[src/rtl/paddle_motion_ctrl_if.sv]
// Control/counter inputs and position/status outputs of one paddle motion controller.
interface paddle_motion_ctrl_if;
  logic        move_up_control;
  logic        move_down_control;
  logic [11:0] col_counter;
  logic [11:0] row_counter;
  logic [11:0] paddle_center_row;
  logic        at_top;
  logic        at_bottom;
  logic        moving;

  modport master (
    output move_up_control, move_down_control, col_counter, row_counter,
    input  paddle_center_row, at_top, at_bottom, moving
  );

  modport slave (
    input  move_up_control, move_down_control, col_counter, row_counter,
    output paddle_center_row, at_top, at_bottom, moving
  );
endinterface

[src/rtl/paddle_motion_ctrl.sv]
// Per-frame paddle position sequencer: synchronised up/down controls, speed ramp while held,
// and clamping of the paddle center between the top and bottom screen limits.
module paddle_motion_ctrl #(
  parameter int SCREEN_HEIGHT = 480,
  parameter int PADDLE_HEIGHT = 44,
  parameter int START_ROW     = 240,
  parameter int UPDATE_ROW    = 480,
  parameter int SPEED_MIN     = 2,
  parameter int SPEED_MAX     = 8,
  parameter int ACCEL_FRAMES  = 4
) (
  input  logic                 clk,
  input  logic                 reset,
  paddle_motion_ctrl_if.slave  bus
);

  localparam logic [1:0] IDLE = 2'd0;
  localparam logic [1:0] UP   = 2'd1;
  localparam logic [1:0] DOWN = 2'd2;

  localparam logic [11:0] TOP_LIMIT    = 12'(PADDLE_HEIGHT / 2);
  localparam logic [11:0] BOTTOM_LIMIT = 12'(SCREEN_HEIGHT - 1 - PADDLE_HEIGHT / 2);
  localparam logic [7:0]  SPD_MIN      = 8'(SPEED_MIN);
  localparam logic [7:0]  SPD_MAX      = 8'(SPEED_MAX);
  localparam logic [7:0]  HOLD_LAST    = 8'(ACCEL_FRAMES - 1);

  logic        up_m_q, up_s_q, dn_m_q, dn_s_q;
  logic        match_q, match_d;
  logic [1:0]  state_q, state_d;
  logic [7:0]  speed_q, speed_d;
  logic [7:0]  hold_q, hold_d;
  logic [11:0] center_q, center_d;
  logic        at_top_q, at_top_d;
  logic        at_bottom_q, at_bottom_d;
  logic        moving_q, moving_d;

  logic        tick;
  logic        new_move;
  logic        clamp;
  logic [7:0]  spd;
  logic [7:0]  hold_inc;
  logic [7:0]  speed_inc;

  always_comb begin
    match_d     = (bus.row_counter == 12'(UPDATE_ROW)) && (bus.col_counter == '0);
    tick        = match_d & ~match_q;
    state_d     = state_q;
    speed_d     = speed_q;
    hold_d      = hold_q;
    center_d    = center_q;
    at_top_d    = at_top_q;
    at_bottom_d = at_bottom_q;
    moving_d    = moving_q;
    new_move    = 1'b0;
    clamp       = 1'b0;
    spd         = speed_q;
    hold_inc    = hold_q + 8'd1;
    speed_inc   = speed_q + 8'd1;

    if (tick) begin
      case ({up_s_q, dn_s_q})
        2'b10:   state_d = UP;
        2'b01:   state_d = DOWN;
        default: state_d = IDLE;
      endcase

      // A fresh move or reversal steps at minimum speed on this very tick.
      new_move = (state_d != state_q);
      spd      = new_move ? SPD_MIN : speed_q;

      case (state_d)
        UP: begin
          if ({1'b0, center_q} < ({1'b0, TOP_LIMIT} + {5'b0, spd})) begin
            center_d = TOP_LIMIT;
            clamp    = 1'b1;
          end else begin
            center_d = center_q - {4'b0, spd};
          end
        end
        DOWN: begin
          if (({1'b0, center_q} + {5'b0, spd}) > {1'b0, BOTTOM_LIMIT}) begin
            center_d = BOTTOM_LIMIT;
            clamp    = 1'b1;
          end else begin
            center_d = center_q + {4'b0, spd};
          end
        end
        default: center_d = center_q;
      endcase

      if (state_d == IDLE || clamp || new_move) begin
        speed_d = SPD_MIN;
        hold_d  = '0;
      end else if (hold_inc == HOLD_LAST) begin
        hold_d  = '0;
        speed_d = (speed_inc > SPD_MAX) ? SPD_MAX : speed_inc;
      end else begin
        hold_d  = hold_inc;
      end

      at_top_d    = (center_d == TOP_LIMIT);
      at_bottom_d = (center_d == BOTTOM_LIMIT);
      moving_d    = (state_d != IDLE);
    end
  end

  always_ff @(posedge clk) begin
    if (reset) begin
      up_m_q      <= 1'b0;
      up_s_q      <= 1'b0;
      dn_m_q      <= 1'b0;
      dn_s_q      <= 1'b0;
      match_q     <= 1'b0;
      state_q     <= IDLE;
      speed_q     <= SPD_MIN;
      hold_q      <= '0;
      center_q    <= 12'(START_ROW);
      at_top_q    <= 1'b0;
      at_bottom_q <= 1'b0;
      moving_q    <= 1'b0;
    end else begin
      up_m_q      <= bus.move_up_control;
      up_s_q      <= up_m_q;
      dn_m_q      <= bus.move_down_control;
      dn_s_q      <= dn_m_q;
      match_q     <= match_d;
      state_q     <= state_d;
      speed_q     <= speed_d;
      hold_q      <= hold_d;
      center_q    <= center_d;
      at_top_q    <= at_top_d;
      at_bottom_q <= at_bottom_d;
      moving_q    <= moving_d;
    end
  end

  assign bus.paddle_center_row = center_q;
  assign bus.at_top            = at_top_q;
  assign bus.at_bottom         = at_bottom_q;
  assign bus.moving            = moving_q;

endmodule
[src/flat_wrapper.sv]
// flat-port wrapper written by rule: the top's interface ports become plain ports
module paddle_motion_ctrl_flat 
#(
  parameter int SCREEN_HEIGHT = 480,
  parameter int PADDLE_HEIGHT = 44,
  parameter int START_ROW     = 240,
  parameter int UPDATE_ROW    = 480,
  parameter int SPEED_MIN     = 2,
  parameter int SPEED_MAX     = 8,
  parameter int ACCEL_FRAMES  = 4
)
  (clk, reset, bus_move_up_control, bus_move_down_control, bus_col_counter, bus_row_counter, bus_paddle_center_row, bus_at_top, bus_at_bottom, bus_moving);
  paddle_motion_ctrl_if bus_i ();
  input  logic clk;
  input  logic reset;
  input wire logic [$bits(bus_i.move_up_control)-1:0] bus_move_up_control;
  input wire logic [$bits(bus_i.move_down_control)-1:0] bus_move_down_control;
  input wire logic [$bits(bus_i.col_counter)-1:0] bus_col_counter;
  input wire logic [$bits(bus_i.row_counter)-1:0] bus_row_counter;
  output wire logic [$bits(bus_i.paddle_center_row)-1:0] bus_paddle_center_row;
  output wire logic [$bits(bus_i.at_top)-1:0] bus_at_top;
  output wire logic [$bits(bus_i.at_bottom)-1:0] bus_at_bottom;
  output wire logic [$bits(bus_i.moving)-1:0] bus_moving;
  assign bus_i.move_up_control = bus_move_up_control;
  assign bus_i.move_down_control = bus_move_down_control;
  assign bus_i.col_counter = bus_col_counter;
  assign bus_i.row_counter = bus_row_counter;
  assign bus_paddle_center_row = bus_i.paddle_center_row;
  assign bus_at_top = bus_i.at_top;
  assign bus_at_bottom = bus_i.at_bottom;
  assign bus_moving = bus_i.moving;
  paddle_motion_ctrl #(.SCREEN_HEIGHT(SCREEN_HEIGHT), .PADDLE_HEIGHT(PADDLE_HEIGHT), .START_ROW(START_ROW), .UPDATE_ROW(UPDATE_ROW), .SPEED_MIN(SPEED_MIN), .SPEED_MAX(SPEED_MAX), .ACCEL_FRAMES(ACCEL_FRAMES)) u_core (.clk(clk), .reset(reset), .bus(bus_i));
endmodule
[config.mk]
export PLATFORM = sky130hd
export DESIGN_NAME = paddle_motion_ctrl_flat
export DESIGN_NICKNAME = d
export VERILOG_FILES = /design/src/rtl/paddle_motion_ctrl_if.sv /design/src/rtl/paddle_motion_ctrl.sv /design/src/flat_wrapper.sv
export SDC_FILE = /design/constraint.sdc
export NUM_CORES = 1
export LEC_CHECK = 0
export CORE_MARGIN = 2
export CORE_UTILIZATION = 55
export DETAILED_ROUTE_END_ITERATION = 16
export PLACE_DENSITY = 0.79
export SYNTH_ARGS = -nofsm -noshare
export SYNTH_HDL_FRONTEND = slang
export SYNTH_SLANG_ARGS = --single-unit
[constraint.sdc]
create_clock -name clk -period 5.16 [get_ports clk]
set_clock_uncertainty 0.15 [all_clocks]
set_input_delay 1.032 -clock clk [delete_from_list [all_inputs] [get_ports clk]]
set_output_delay 1.032 -clock clk [all_outputs]
set_load 0.02 [all_outputs]
==> reports/metrics.yaml, run 1 <==
insertion_delay_ns: 0.29
clock.fmax_mhz: 217
async_flop_share_pct: 0
crit_buf_inv: 2
synth_area_leaders: "dfxtp_1 21%, ha_1 9.6%, a21oi_1 5.0%, nand2_1 4.7%, nor2_1 4.6%"
fp-row-count: 29
post_cts_resized: 0
start_util_pct: 57.0
synth_edf_count: 0
grt_overflow: 0
r2r_cells: 15
crit_end: "u_core.speed_q[0]$_SDFFE_PP0P_"
ys_seq_area_share_pct: 20.9
cts.clk_slew.worst_paths_ns: 0.08
yosysTopAreaCellShare_pct: 20.9
ys_warn_count: 0
crit_required_ns: 5.18
cts_buffer_depth: 2
cp_num_cells: 15
grt_util_all_layers_pct: 31.3
antenna_found_initial: 0
io_pins: 43
wl_per_cell_um: 18.6
syn_inst: 484
grt_pass1_wl_um: 18200
layout.nets: 573
synth.most_common_cell: "nand2_1"
relSlewSlack_pct: 42.3
outcome: "completed"
grt_max_degree: 31
die_x_um: 85.4
rr_startpoint: "u_core.dn_s_q$_SDFF_PP0_"
vdd_drop_max_mv: 0.135
crit_arrival_ns: 4.63
final_hold_viol_count: 0
coreArea_um2: 6390
cp-start-kind: "flip-flop"
drt-initial-drc-count: 255
drv_slew: 0
holdBufCountCts: 0
cts_root_buf: "clkbuf_8"
numPortBuffers: 42
hp-class: "reg -> reg"
wirelength_um: 11000
fp.dieH_um: 85.4
tns_ns: 0
die_area_um2: 7280
grt_pass1_vias: 3670
dp_hpwl_um: 8500
firstDrtPassIters: 5
crit_chain: "inv_1, ha_1, xor2_1, nor2_1, nand2_1, ha_1, inv_2, a21oi_1, a311oi_1, or4b_1, a211oi_2, o31a_1, nor2_2, a21oi_1, a211oi_1"
fin_crit_sh_pct: 89.3
finalCriticalPeriod_ns: 4.61
cts_max_level: 2
area_growth_pct: 14.7
drcViolationCount: 0
synth.distinct_cells: 78
crit_family: "compound AO/OA/AOI/OAI gates"
synthTopCellsByCount: "46 x nand2_1, 45 x nor2_1, 38 x dfxtp_1"
p_leak_nw: 1.53
synth_nets: 542
yosys_most_used_dff: "dfxtp_1"
slowest_stage: "or4b_1"
routabilityCongestion: 0.944
cp-end-kind: "flip-flop"
setup_ws_ns: 0.551
netlist.top_cell.by_area: "dfxtp_1"
place_area_um2: 4090
grt_setup_unrepaired: "false"
fin_area_um2: 4170
ant_nets: 0
r2r-end: "u_core.speed_q[0]$_SDFFE_PP0P_"
fillers: 574
setup_viol_count_final: 0
power_density_nw_per_um2: 134
netlist_area_um2: 3640
ys_ff_latch: 38
cts_sinks: 38
cts_made_buffers: 5
cap_violations: 0
max_stage_delay_ns: 0.57
vias_per_cell: 6.53
post_cts_buffers: 0
tightest_slew_ns: 0.853
vias: 3868
rrSetupSlack_ns: 0.55
path_class: "reg -> reg"
crit_path_start: "u_core.dn_s_q$_SDFF_PP0_"
avgSynthCellArea_um2: 7.52
layout-drive-gt1-share_pct: 7.18
cts_tree: "built"
worstPathMaxFanout: 9
dp_worst_setup_slack_ns: 0.627
n_antenna_cell: 0
## through the flow
step | std cells | utilization [%] | power (mW) | hold WS [ns]
floorplan | 484 | - | 0.333 | 0.264
global placement | 585 | 64.1 | 0.364 | 0.300
detailed placement | 585 | 64.1 | 0.365 | 0.280
CTS | 592 | 65.4 | 0.560 | 0.312
global route | 592 | 65.4 | 0.579 | 0.330
finish | 592 | 65.4 | 0.559 | 0.313
## layer usage
layer | track usage, % | vias up | share of wire (%)
li1 | - | 1848 | -
met1 | 43.4 | 1800 | 43
met2 | 49.8 | 188 | 45
met3 | 5.45 | 32 | 8.8
met4 | 9.38 | 0 | 2.2
met5 | 0 | - | 0
## sequential cells by signal, indices dropped and copies added, names as in the netlist
name	cells
u_core.up_s_q	1
u_core.bus.paddle_center_row	12
u_core.hold_q	8
u_core.up_m_q	1
u_core.bus.at_bottom	1
u_core.speed_q	8
u_core.state_q	2
u_core.match_q	1
u_core.bus.at_top	1
u_core.dn_s_q	1
u_core.bus.moving	1
u_core.dn_m_q	1
## worst min-delay path: stages, from the launching register on
cell and delay, ns:
dfxtp_1 0.32, nand2_1 0.05, a21oi_1 0.05
## layout by cell type, fill, tap and decap left out, types with 8 or more instances in the layout
cell type / synthesis / routed
a211oi_1: 10 / 10
a21oi_1: 36 / 36
a31oi_1: 8 / 8
clkdlybuf4s50_1: 0 / 42
dfxtp_1: 38 / 38
ha_1: 28 / 28
inv_1: 24 / 24
nand2_1: 46 / 46
nand2b_1: 8 / 8
nand3_1: 17 / 17
nor2_1: 45 / 45
nor2b_1: 10 / 10
nor3_1: 20 / 20
o21ai_0: 17 / 17
o21ai_1: 12 / 12
xnor2_1: 13 / 13
## report_power, final
group	internal (mW)	leakage [nW]	switching [mW]
logic	0.0310	1.19	0.0331
registers	0.294	0.307	0.000534
clock network	0.0927	0.0373	0.107
## kinds of logic after synthesis
group / count (synthesis) / share of synthesized area (%)
and+or+nand+nor: 199 / 28.5
AOI/OAI and AO/OA: 142 / 27.8
buffers and inverters: 51 / 5.74
DFF: 38 / 20.9
adders and majority gates: 30 / 10.7
xor gates and xnor gates: 21 / 5.47
muxes: 3 / 0.859
## worst min-delay path by stage
| stage | from | end | slack (ns) | cells after the start |
|---|---|---|---|---|
| 2_1_floorplan | u_core.dn_m_q$_SDFF_PP0_ | u_core.dn_s_q$_SDFF_PP0_ | 0.26 | 1 |
| 3_3_place_gp | u_core.bus.moving$_SDFFE_PP0P_ | u_core.bus.moving$_SDFFE_PP0P_ | 0.30 | 2 |
| 3_5_place_dp | u_core.dn_m_q$_SDFF_PP0_ | u_core.dn_s_q$_SDFF_PP0_ | 0.28 | 1 |
| 4_1_cts | u_core.dn_m_q$_SDFF_PP0_ | u_core.dn_s_q$_SDFF_PP0_ | 0.31 | 1 |
| 5_1_grt | u_core.dn_m_q$_SDFF_PP0_ | u_core.dn_s_q$_SDFF_PP0_ | 0.33 | 1 |
| 6_report | u_core.bus.moving$_SDFFE_PP0P_ | u_core.bus.moving$_SDFFE_PP0P_ | 0.31 | 2 |
## final cells by class
type                    instances  area, um^2  share of cell area, %
multi-input cells             395        2670                   64.0
flip-flops and latches         38         761                   18.2
repair buffers                 48         465                   11.2
inverters                      27         101                   2.43
well taps                      77        96.3                   2.31
clock buffers                   6        72.6                   1.74
clock inverters                 1        7.51                  0.180
Note: power is estimated with default switching activity, not from simulation.
==> run 2: changes to the inputs <==
--- a/config.mk
+++ b/config.mk
@@ -5,6 +5,7 @@
 export SDC_FILE = /design/constraint.sdc
 export NUM_CORES = 1
 export LEC_CHECK = 0
+export CAP_MARGIN = 15
 export CORE_MARGIN = 2
 export CORE_UTILIZATION = 55
 export DETAILED_ROUTE_END_ITERATION = 16
==> results of run 2 <==
Final layout, timing and power as in run 1 (identical DEF).
==> patch: new RTL, config.mk and constraints of run 1 <==
Reset style: asynchronous (`reset`), changed in one clocked block.
--- a/src/rtl/paddle_motion_ctrl.sv
+++ b/src/rtl/paddle_motion_ctrl.sv
@@ -106,3 +106,3 @@
 
-  always_ff @(posedge clk) begin
+  always_ff @(posedge clk or posedge reset) begin
     if (reset) begin
Check against the original RTL: differs if reset is asserted again (counterexample within 4 cycles, from zero or initial values and one cycle with reset high); with reset held inactive, the same outputs for 10 cycles.
==> patch against run 1 <==
  * Hold slack worse by 0.11 ns
  * Via count is 9.1% lower
  * Setup slack got worse by 0.10 ns
  * Sequential share of layout area is 5.2 points higher
  * Core utilization fell by 0.16 points
  * Sequential power up 2%
  * Synthesized area decreased by 3.3%
  * Final area shrank 1.9%
  * Power up 10%
  * Die area is 3.1% lower
  * Sequential cell count stayed put
  * Wire length decreased by 13%
  * Critical path type unchanged
  * Critical endpoint is now u_core.bus.at_top$_DFFE_PP0P_
==> patch: results (changes against run 1) <==
[status]
status = finished clean

[yosys]
ys_warn_count = 0  ; unchanged
synth_nets = 494  ; -8.9%
synth_flop_cell = dfrtp_1
synth_area_leaders = dfrtp_1 23%, ha_1 11%, a21oi_1 5.0%
netlist_top_cells_count = 39 x nand2_1, 35 x a21oi_1, 33 x dfrtp_1, 32 x inv_1, 32 x o21ai_0
async_flop_share = 1.00  ; +1.00
synth.distinct_cells = 66  ; -15%
yosysSeqAreaShare = 0.272  ; +0.0628

[global_routing]
grt_pass1_vias = 3393  ; -7.5%
grt_usage = 0.279  ; -0.0340
grt.busiest_layer = met2
use_met1 = 0.377  ; -0.0573
grt_use_met2 = 0.465  ; -0.0331
antenna_found_initial = 0  ; unchanged
use_met3 = 0.0346  ; -0.0199
grt_pass1_wl_um = 16100  ; -12%
grt_max_degree = 32  ; +3.2%

[placed_design]
dpl-instance-area_um2 = 4000  ; -2.4%
place_ws_ns = 0.527  ; -0.0995 ns
port-buffer-count = 42  ; unchanged
place_hpwl_um = 7510  ; -12%
place.gp.congestion = 0.961  ; +1.8%

[power]
p_leak_nw = 1.74  ; +14%
ir_worst_vdd_v = 0.0000966  ; -28%
sw_frac_of_total = 0.269  ; +0.0174

[clock_tree]
clockBufferDepth = 2  ; unchanged
cts.clk_slew.worst_paths_ns = 0.08  ; about the same
cts-root-buf = clkbuf_8
post_cts_resized = 0  ; unchanged
cts_setup_buffers = 0  ; unchanged
insertion_delay_ns = 0.29  ; about the same
htree_levels = 2  ; unchanged
numCtsBuffers = 5  ; unchanged

[final_layout]
final_nets = 530  ; -7.5%
drive_gt1_frac = 0.0679  ; -0.00390
n_antenna_cell = 0  ; unchanged
largest_reg_flops = 12  ; unchanged
fillCellCount = 539  ; -6.1%

[drt]
wirelength_um = 9590  ; -13%
vias = 3515  ; -9.1%
drtPass1Iterations = 5  ; unchanged
drtIter0Drc = 282  ; +11%

[worst_setup_path]
worst-path-max-fanout = 14  ; +5
critical_path.top_delay_family = simple AND/OR/NAND/NOR gates
cp_slowest_stage_delay_ns = 0.58
arrival_ns = 4.80  ; +0.17 ns
cp_slowest_cell = or4_1

[hold_path]
min_path_type = flip-flop to flip-flop

[sta]
maxSlewViolCount = 0  ; unchanged
relSlewSlack = 0.624  ; +0.201
final-setup-viol-count = 0  ; unchanged

-- patch: cell types whose count changed in the layout (fill, tap and decap cells not counted), moves of 8 or more --
| cell | before | now |
|---|---|---|
| dfrtp_1 | 0 | 33 |
| inv_1 | 24 | 32 |
| dfxtp_1 | 38 | 0 |
| o21ai_1 | 12 | 2 |
| nor2_1 | 45 | 28 |
| o21ai_0 | 17 | 32 |
-- patch: final cells by class --
class | count | area share
clock buffers | 6 | 0.0202
clock inverters | 2 | 0.00306
inverters | 33 | 0.0303
multi-input cells | 345 | 0.577
flip-flops and latches | 38 | 0.234
well taps | 77 | 0.0235
repair buffers | 47 | 0.112
-- patch: path summary, 6_finish.rpt --
check | start | end | slack [ns] | depth (start not counted)
max | u_core.up_s_q$_DFF_PP0_ | u_core.bus.at_top$_DFFE_PP0P_ | 0.45 | 15
min | u_core.dn_m_q$_DFF_PP0_ | u_core.dn_s_q$_DFF_PP0_ | 0.20 | 0
max reg2reg | u_core.up_s_q$_DFF_PP0_ | u_core.bus.at_top$_DFFE_PP0P_ | 0.45 | 15
min reg2reg | u_core.dn_m_q$_DFF_PP0_ | u_core.dn_s_q$_DFF_PP0_ | 0.20 | 0
max in group asynchronous | reset | u_core.bus.paddle_center_row[4]$_DFFE_PP1P_ | 3.30 | 3
min in group asynchronous | reset | u_core.bus.paddle_center_row[9]$_DFFE_PP0P_ | 0.83 | 2
-- patch: metrics by stage --
stage | cells | utilization | hold slack [ns]
finish | 548 | 0.652 | 0.204
CTS | 548 | 0.652 | 0.203
global placement | 540 | 0.637 | 0.191
floorplan | 434 | - | 0.181
global route | 548 | 0.652 | 0.216
detailed placement | 540 | 0.637 | 0.186
-- patch: cell families after synthesis --
family                   Yosys count  synth area share
adder cells (fa/ha/maj)           32             0.118
AO/OA/AOI/OAI                    134             0.264
XOR/XNOR                          19            0.0515
flip-flops                        38             0.272
AND/OR/NAND/NOR                  160             0.237
buffers and inverters             51            0.0572
-- patch: metal layers --
layer  routed length (um)  share of wire  up-vias
li1                     -              -     1665
met1                 4170           0.43     1681
met4                  244          0.025        0
met2                 4620           0.48      143
met5                    0              0        -
met3                  557          0.058       26
-- patch: power groups by stage --
stage	Clock (mW)	Combinational [mW]	Sequential [mW]
2_1_floorplan	0	0.0549	0.306
3_3_place_gp	0	0.0933	0.306
3_5_place_dp	0	0.0937	0.306
4_1_cts	0.223	0.0943	0.300
5_1_grt	0.236	0.105	0.300
6_report	0.220	0.0950	0.300
